### src/rtl/exponential_param_if.sv
// Handshake bundle for the exponential engine.
//   master : requester side; drives start/x/neg, observes busy/done/result
//   slave  : engine side; samples start/x/neg, drives busy/done/intpart/fracpart
interface exponential_param_if #(
   parameter int WIDTH = 16,
   parameter int INT_W = 2
);
   logic             start;
   logic [WIDTH-1:0] x;
   logic             neg;
   logic             busy;
   logic             done;
   logic [INT_W-1:0] intpart;
   logic [WIDTH-1:0] fracpart;

   modport master (
      output start, x, neg,
      input  busy, done, intpart, fracpart
   );

   modport slave (
      input  start, x, neg,
      output busy, done, intpart, fracpart
   );
endinterface

### src/rtl/exponential_param.sv
// Iterative e^x / e^-x engine for unsigned fractional x in [0,1).
// Truncated Taylor series evaluated by Horner's rule, one multiply per clock:
//    acc = 1 +/- (x * acc) / k   for k = TERMS-1 down to 1
// Ports:
//    clk  - clock, all state on rising edge
//    rst  - asynchronous active-high reset
//    bus  - slave side of exponential_param_if (start/x/neg in,
//           busy/done/intpart/fracpart out)
//
// state   | meaning
// --------+---------------------------------------------------------
// S_IDLE  | waiting for start; done pulse visible here for one cycle
// S_MUL_X | p = (xr * acc) >> WIDTH
// S_MUL_R | q = p / k via reciprocal ROM, acc = 1 +/- q, step k
module exponential_param #(
   parameter int WIDTH = 16,
   parameter int TERMS = 8,
   parameter int INT_W = 2
) (
   input  logic               clk,
   input  logic               rst,
   exponential_param_if.slave bus
);

   localparam int AW = INT_W + WIDTH;
   localparam int PW = AW + WIDTH;
   localparam logic [AW-1:0] ONE = AW'(1) << WIDTH;

   // recip[k] = floor(2^WIDTH / k), packed WIDTH bits per entry; k=0,1 unused
   function automatic logic [16*WIDTH-1:0] gen_recip();
      logic [16*WIDTH-1:0] rom;
      rom = '0;
      for (int i = 2; i < 16; i++) begin
         rom[i*WIDTH +: WIDTH] = WIDTH'((64'd1 << WIDTH) / 64'(i));
      end
      return rom;
   endfunction

   localparam logic [16*WIDTH-1:0] RECIP_ROM = gen_recip();

   typedef enum logic [1:0] {
      S_IDLE  = 2'd0,
      S_MUL_X = 2'd1,
      S_MUL_R = 2'd2
   } state_t;

   state_t           state_q, state_d;
   logic [WIDTH-1:0] xr_q, xr_d;
   logic             nr_q, nr_d;
   logic [AW-1:0]    acc_q, acc_d;
   logic [AW-1:0]    p_q, p_d;
   logic [3:0]       k_q, k_d;
   logic             busy_q, busy_d;
   logic             done_q, done_d;
   logic [INT_W-1:0] intpart_q, intpart_d;
   logic [WIDTH-1:0] fracpart_q, fracpart_d;

   logic [WIDTH-1:0] recip;
   logic [AW-1:0]    p_next;
   logic [AW-1:0]    q;
   logic [AW:0]      sum_pos;
   logic [AW-1:0]    acc_new;

   // ---------------------------------------------------------------
   // datapath arithmetic
   // ---------------------------------------------------------------
   always_comb begin
      recip   = RECIP_ROM[32'(k_q)*WIDTH +: WIDTH];
      p_next  = AW'((PW'(xr_q) * PW'(acc_q)) >> WIDTH);
      // k=1 divides by one, so the ROM multiply is skipped
      q       = (k_q == 4'd1) ? p_q : AW'((PW'(p_q) * PW'(recip)) >> WIDTH);
      sum_pos = {1'b0, ONE} + {1'b0, q};
      if (nr_q) begin
         acc_new = (q > ONE) ? '0 : (ONE - q);
      end else begin
         acc_new = sum_pos[AW] ? '1 : sum_pos[AW-1:0];
      end
   end

   // ---------------------------------------------------------------
   // state register
   // ---------------------------------------------------------------
   always_ff @(posedge clk or posedge rst) begin
      if (rst) begin
         state_q <= S_IDLE;
      end else begin
         state_q <= state_d;
      end
   end

   // ---------------------------------------------------------------
   // next-state logic
   // ---------------------------------------------------------------
   always_comb begin
      state_d = state_q;
      case (state_q)
         S_IDLE:  if (bus.start) state_d = S_MUL_X;
         S_MUL_X: state_d = S_MUL_R;
         S_MUL_R: state_d = (k_q == 4'd1) ? S_IDLE : S_MUL_X;
         default: state_d = S_IDLE;
      endcase
   end

   // ---------------------------------------------------------------
   // output / datapath next values
   // ---------------------------------------------------------------
   always_comb begin
      xr_d       = xr_q;
      nr_d       = nr_q;
      acc_d      = acc_q;
      p_d        = p_q;
      k_d        = k_q;
      busy_d     = busy_q;
      done_d     = 1'b0;
      intpart_d  = intpart_q;
      fracpart_d = fracpart_q;
      case (state_q)
         S_IDLE: begin
            if (bus.start) begin
               xr_d   = bus.x;
               nr_d   = bus.neg;
               acc_d  = ONE;
               k_d    = 4'(TERMS - 1);
               busy_d = 1'b1;
            end
         end
         S_MUL_X: begin
            p_d = p_next;
         end
         S_MUL_R: begin
            acc_d = acc_new;
            if (k_q == 4'd1) begin
               intpart_d  = acc_new[AW-1:WIDTH];
               fracpart_d = acc_new[WIDTH-1:0];
               done_d     = 1'b1;
               busy_d     = 1'b0;
            end else begin
               k_d = k_q - 4'd1;
            end
         end
         default: begin
            busy_d = 1'b0;
         end
      endcase
   end

   always_ff @(posedge clk or posedge rst) begin
      if (rst) begin
         xr_q       <= '0;
         nr_q       <= 1'b0;
         acc_q      <= '0;
         p_q        <= '0;
         k_q        <= '0;
         busy_q     <= 1'b0;
         done_q     <= 1'b0;
         intpart_q  <= '0;
         fracpart_q <= '0;
      end else begin
         xr_q       <= xr_d;
         nr_q       <= nr_d;
         acc_q      <= acc_d;
         p_q        <= p_d;
         k_q        <= k_d;
         busy_q     <= busy_d;
         done_q     <= done_d;
         intpart_q  <= intpart_d;
         fracpart_q <= fracpart_d;
      end
   end

   assign bus.busy     = busy_q;
   assign bus.done     = done_q;
   assign bus.intpart  = intpart_q;
   assign bus.fracpart = fracpart_q;

endmodule

### src/flat_wrapper.sv
// flat-port wrapper written by rule: the top's interface ports become plain ports
module exponential_param_flat 
#(
   parameter int WIDTH = 16,
   parameter int TERMS = 8,
   parameter int INT_W = 2
)
  (clk, rst, bus_start, bus_x, bus_neg, bus_busy, bus_done, bus_intpart, bus_fracpart);
  exponential_param_if #(.WIDTH(WIDTH), .INT_W(INT_W)) bus_i ();
  input  logic clk;
  input  logic rst;
  input wire logic [$bits(bus_i.start)-1:0] bus_start;
  input wire logic [$bits(bus_i.x)-1:0] bus_x;
  input wire logic [$bits(bus_i.neg)-1:0] bus_neg;
  output wire logic [$bits(bus_i.busy)-1:0] bus_busy;
  output wire logic [$bits(bus_i.done)-1:0] bus_done;
  output wire logic [$bits(bus_i.intpart)-1:0] bus_intpart;
  output wire logic [$bits(bus_i.fracpart)-1:0] bus_fracpart;
  assign bus_i.start = bus_start;
  assign bus_i.x = bus_x;
  assign bus_i.neg = bus_neg;
  assign bus_busy = bus_i.busy;
  assign bus_done = bus_i.done;
  assign bus_intpart = bus_i.intpart;
  assign bus_fracpart = bus_i.fracpart;
  exponential_param #(.WIDTH(WIDTH), .TERMS(TERMS), .INT_W(INT_W)) u_core (.clk(clk), .rst(rst), .bus(bus_i));
endmodule
### config.mk
export PLATFORM = sky130hd
export DESIGN_NAME = exponential_param_flat
export DESIGN_NICKNAME = d
export VERILOG_FILES = /design/src/rtl/exponential_param_if.sv /design/src/rtl/exponential_param.sv /design/src/flat_wrapper.sv
export SDC_FILE = /design/constraint.sdc
export NUM_CORES = 1
export LEC_CHECK = 0
export ABC_AREA = 0
export BUFFER_PORTS_ARGS = -buffer_cell sky130_fd_sc_hd__buf_2
export CORE_MARGIN = 4
export CORE_UTILIZATION = 29
export CTS_CLUSTER_SIZE = 12
export DETAILED_ROUTE_END_ITERATION = 8
export SKIP_CTS_REPAIR_TIMING = 1
export SLEW_MARGIN = 20
export SYNTH_ARGS = -nofsm -noshare
export SYNTH_HDL_FRONTEND = slang
export SYNTH_SLANG_ARGS = --single-unit
### constraint.sdc
create_clock -name clk -period 9.6 [get_ports clk]
set_input_delay 1.92 -clock clk [delete_from_list [all_inputs] [get_ports clk]]
set_output_delay 1.92 -clock clk [all_outputs]
set_load 0.05 [all_outputs]
# Word level (Yosys, flattened, before mapping)

Cells that the tools add are included.

Bitwise logic cells: 1
Mux-type cells: 17
$add $sub $neg: 3
Reductions and logical operators: 7
Shift operators: 1
Magnitude comparators: 1
Equal/unequal tests: 6
Multiply operators: 2

Operators by type and width:

| kind                        | number |
|---|---|
| $shiftx A256 B9 Y16 const A | 1 |
| $mux W18                    | 5 |
| $pmux W18 S2                | 1 |
| $mul A16 B18 Y34            | 1 |
| $mul A18 B16 Y34            | 1 |
| $add A17 B18 Y19 const A    | 1 |
| $gt A18 B17 Y1 const B      | 1 |
| $sub A17 B18 Y18 const A    | 1 |
| $mux W4                     | 2 |
| $pmux W4 S2                 | 1 |
| $pmux W2 S3                 | 1 |
| $reduce_and A2 Y1           | 3 |
| $reduce_and A3 Y1           | 2 |
| $mux W1                     | 5 |
| $eq A4 B1 Y1 const B        | 1 |
| $ne A2 B2 Y1 const B        | 2 |
| $sub A4 B1 Y4 const B       | 1 |
| $pmux W1 S3                 | 1 |
| $eq A2 B1 Y1 const B        | 1 |
| $eq A2 B2 Y1 const B        | 1 |
| $logic_not A2 Y1            | 1 |
| $mux W2                     | 1 |
| $ne A2 B1 Y1 const B        | 1 |
| $reduce_bool A2 Y1          | 1 |
| $not A1 Y1                  | 1 |

Output and inout port bits: 20
Input bits: 20
Flip-flop bits (word level): 79
Word-level logic and storage cells: 48

# Logic depth before layout (Yosys ltp)

Depth after elaboration: 7
Mapped depth: 35
Gate-level depth less buffers: 32

# Least setup slack after synthesis

Ideal clock, no wire load.

Path kind: register to register
Start point: reg u_core.k_q[3]
End point: reg u_core.acc_q[10]
Cell stages (with the launch flop): 32
Buffers on the path: 5
Required time: 9.516 ns
Clock period less this slack: 8.035 ns
Slack: 1.565 ns
Arrival: 7.952 ns
Library setup time: 0.084 ns
Cells stage by stage: dfrtp_1 buf_1 buf_1 o21ai_0 o21ai_1 clkbuf_1 nand2_1 fa_1 inv_1 fa_1 fa_1 fa_1 fa_1 inv_1 fa_1 inv_1 ha_1 buf_2 a211oi_1 o21a_1 o21ai_0 or3_1 a31oi_2 ha_1 o311ai_1 a211oi_2 nand4b_4 nor3_4 a211oi_4 buf_6 a221o_1 o22ai_1

Cells in the longest elaborated chain, start to end: 7
Elaborated cells between the ends (all ways): 11
Classes of those cells: add/sub (2); mul (1); order compare (1); eq/ne (1); shift (1); mux (5)

Ends and longest elaborated chain:

| what                                     | line                                             | source |
|---|---|---|
| start, declared                          | exponential_param.sv:52                          | `logic [3:0] k_q, k_d;` |
| start signal, assigned                   | exponential_param.sv:163                         | `k_q <= k_d;` |
| $shiftx A256 B9 Y16                      | exponential_param.sv:68                          | `recip = RECIP_ROM[32'(k_q)*WIDTH +: WIDTH];` |
| $mul A18 B16 Y34                         | exponential_param.sv:71                          | `q = (k_q == 4'd1) ? p_q : AW'((PW'(p_q) * PW'(recip)) >> WIDTH);` |
| $mux W18 (*)                             | exponential_param.sv:71                          |  |
| $add A17 B18 Y19 (tied with other cells) | exponential_param.sv:72                          | `sum_pos = {1'b0, ONE} + {1'b0, q};` |
| $mux W18 (on tied branches)              | exponential_param.sv:76, exponential_param.sv:74 |  |
| $mux W18 (*)                             | exponential_param.sv:73                          | `if (nr_q) begin` |
| $pmux W18 S2 (*)                         | exponential_param.sv:117                         | `case (state_q)` |
| end signal, assigned                     | exponential_param.sv:151                         | `acc_q <= '0;` |
| end signal, assigned                     | exponential_param.sv:161                         | `acc_q <= acc_d;` |
| end, declared                            | exponential_param.sv:50                          | `logic [AW-1:0] acc_q, acc_d;` |

Mark *: on every way between the ends. The rest lies on a longest branch, timed or not.
A chain may end at the register's enable or synchronous reset.

# Final worst setup path

Start point: reg u_core.k_q[0]
End point: reg u_core.fracpart_q[6] (netlist: u_core.bus.fracpart[6])

Cells in the longest elaborated chain, start to end: 6
Elaborated cells between the ends (all ways): 11
Classes of those cells: add/sub (2); mul (1); order compare (1); eq/ne (1); shift (1); mux (4); reduce/logical (1)

Ends and longest elaborated chain:

| what                                     | line                                             | source |
|---|---|---|
| $shiftx A256 B9 Y16                      | exponential_param.sv:68                          |  |
| $mul A18 B16 Y34                         | exponential_param.sv:71                          |  |
| $mux W18                                 | exponential_param.sv:71                          |  |
| $add A17 B18 Y19 (tied with other cells) | exponential_param.sv:72                          |  |
| $mux W18 (on tied branches)              | exponential_param.sv:76, exponential_param.sv:74 |  |
| $mux W18                                 | exponential_param.sv:73                          |  |
| end signal, assigned                     | exponential_param.sv:167                         | `fracpart_q <= fracpart_d;` |
| end, declared                            | exponential_param.sv:56                          | `logic [WIDTH-1:0] fracpart_q, fracpart_d;` |

Several ways; a longest one is shown, not always the timed one.

==> flow_summary.ini <==
[timing]
finalHoldViolCount = 0
worstMarginPinSlew_ns = 0.940
clock.fmax_ghz = 0.111
finalCritPeriodShare_pct = 93.8
slew_headroom_pct = 37.3
fin_crit_ns = 9.00
setup_violations = 0
slew_violations = 0
setup_tns_ns = 0
rsz0062_at_grt = no
finalClockSkew_ns = 0.0117

[critical_path]
rr_worst_depth = 25
critPathLaunchType = flip-flop
r2r-start = u_core.k_q[0]$_DFFE_PP0P_
crit_family = adder cells
worstPathArrival_ns = 9.23
crit_slowest_cell = a211oi_4
crit_top_cell = fa_1
r2r-end = u_core.bus.fracpart[6]$_DFFE_PP0P_
crit_start = u_core.k_q[0]$_DFFE_PP0P_
crit_buf_inv = 5
worstPathMaxFanout = 18
cp-end-kind = flip-flop
cp.required_ns = 9.83
cp.depth = 25
critPathKind = flip-flop to flip-flop
r2r_slack_ns = 0.60
critPathMaxStageDelay_ns = 0.66

[synth]
synth_edf_count = 0
ys_warn_count = 0
syn-num-nets = 3224
synth_ff_type = dfrtp_1
syn_area_per_cell_um2 = 8.82
netlist_area_mm2 = 0.0225
synthTopCellsByCount = inv_1, nand2_1, fa_1, ha_1, and2_1
synth-seq-cells = 79
synth.area.top_cells = fa_1, ha_1, inv_1, dfrtp_1, nand2_1
yosysSeqAreaShare_pct = 8.80
post_synth_num_cell_types = 78
yosysMostFrequentCell = inv_1
yosys.area.top_type = fa_1
async_flop_share_pct = 100
synth_top_area_share_pct = 39.4
postSynthCellCount = 2547

[clock_network]
h-tree-depth = 3
cts_buffers = 9
clk_path_buf_depth = 2
insertion_delay_ns = 0.35
root_buffer = clkbuf_16
clk_pin_slew_ns = 0.07
tritoncts = yes
clock_sinks = 79

[finish]
finalNetCount = 3184
layout-drive-gt1-share_pct = 6.25
nFillCells = 8046
utilization_pct = 31.5
fin_cells = 3543
final_area_mm2 = 0.0241
synthToLayoutAreaGrowth_pct = 7.24

[drt]
maxUsedRoutingLayer = met4
totalWireLength_um = 59700
first_pass_iters = 8
vias = 16860
ant_nets = 0
wl_met3_um = 3080
post_drt_wl_per_cell_um = 16.8
drt-vias-per-instance = 4.76
wl_met2_um = 27900
drcViolationCount = 0
drt_iter0_drc = 934
wl_met1_um = 27000

[grt]
overflow = 0
grt_pass1_vias = 18159
antenna_found_initial = 1
grt_max_degree = 71
track_usage_pct = 15.1
grt_pass1_wl_um = 99400

[floorplanning]
ioPinCount = 40
die_area_mm2 = 0.0819
fp.coreArea_mm2 = 0.0763
placementRows = 101
die_w_um = 286
start_util_pct = 29.4
die_h_um = 286

[place]
postPlaceCellArea_mm2 = 0.0238
place_inst = 3526
io_buffers = 39
gp_congestion = 0.906
hpwl_um = 47600

[outcome]
outcome = finished, final reports clean

[worst_hold_path]
holdCritStartpoint = u_core.bus.fracpart[14]$_DFFE_PP0P_
hold_path_class = flip-flop to flip-flop
whs_endpoint = u_core.bus.fracpart[14]$_DFFE_PP0P_
hold_path_depth = 2

[flow_run]
cap_viol_max_count = 0
worst max-delay path by stage:
stage	end
final	u_core.bus.fracpart[6]$_DFFE_PP0P_
after floorplan	u_core.acc_q[10]$_DFFE_PP0P_
after CTS	u_core.bus.fracpart[6]$_DFFE_PP0P_
after global placement	u_core.bus.fracpart[5]$_DFFE_PP0P_
after detailed placement	u_core.bus.fracpart[6]$_DFFE_PP0P_
after global routing	u_core.bus.fracpart[6]$_DFFE_PP0P_
layer usage:
metal,up-vias,GRT usage (%)
met5,-,0
met4,0,3.73
met3,84,2.41
met2,377,24.9
met1,8696,20.9
li1,7703,-
final cells by class:
cell class              count  area [um2]  area share [%]
multi-input cells        1799       18000            74.6
repair buffers             82         518            2.15
clock buffers              10         239           0.992
clock inverters             6        76.3           0.317
inverters                 536        2010            8.36
diodes                      1        2.50          0.0104
flip-flops and latches     79        1980            8.21
well taps                1030        1290            5.35
metrics by stage:
| stage | hold slack (ns) | worst slack (ns) |
|---|---|---|
| finish | 0.504 | 0.600 |
| global route | 0.541 | 0.00595 |
| CTS | 0.505 | 0.415 |
| detailed placement | 0.468 | 0.472 |
| global placement | 0.464 | 0.714 |
| floorplan | 0.481 | 1.56 |
worst register-to-register path: stages (launching register included):
cell      delay [ns]
dfrtp_1         0.47
inv_1           0.19
ha_1            0.54
nand3b_1        0.13
nand2_1         0.61
nand2_1         0.19
fa_1            0.62
inv_1           0.09
fa_1            0.55
fa_1            0.44
fa_1            0.46
fa_1            0.49
inv_1           0.05
fa_1            0.47
inv_1           0.04
ha_1            0.40
inv_1           0.14
nor3_1          0.57
o21ai_0         0.27
a221o_1         0.38
a311oi_2        0.32
o31a_2          0.19
nor2_1          0.09
a211oi_4        0.66
a221oi_1        0.19
mux2_2          0.32
kinds of logic after synthesis:
logic type	share of synthesized area (%)
XOR/XNOR	1.56
adder cells (fa/ha/maj)	51.4
flip-flops	8.80
buffers and inverters	11.3
multiplexers	1.64
AO/OA/AOI/OAI	8.28
AND/OR/NAND/NOR	17.0
cell usage in the layout (no fill, tap or decap), drive strengths merged, types with 7 or more instances in the layout:
cell type / n
dfrtp: 79
nor3: 13
a21oi: 54
nand2: 453
nor2: 51
a31oi: 11
a211oi: 10
o31ai: 12
nand3: 17
fa: 442
ha: 215
inv: 537
and2: 181
xor2: 17
clkbuf: 10
buf: 82
mux2: 27
o2bb2ai: 10
o21a: 13
a221oi: 10
nand2b: 7
o21ai: 69
nor2b: 26
xnor2: 23
nand4: 9
o211ai: 7
a21o: 21
and3: 19
state kept, by name, indices dropped and copies added, names as in the netlist:
name	flops
u_core.nr_q	1
u_core.k_q	4
u_core.p_q	18
u_core.bus.fracpart	16
u_core.bus.done	1
u_core.acc_q	18
u_core.bus.intpart	2
u_core.bus.busy	1
u_core.xr_q	16
u_core.state_q	2
Power is not shown: default switching activity piles up to over one toggle a cycle in this logic, so the estimate is an artifact.
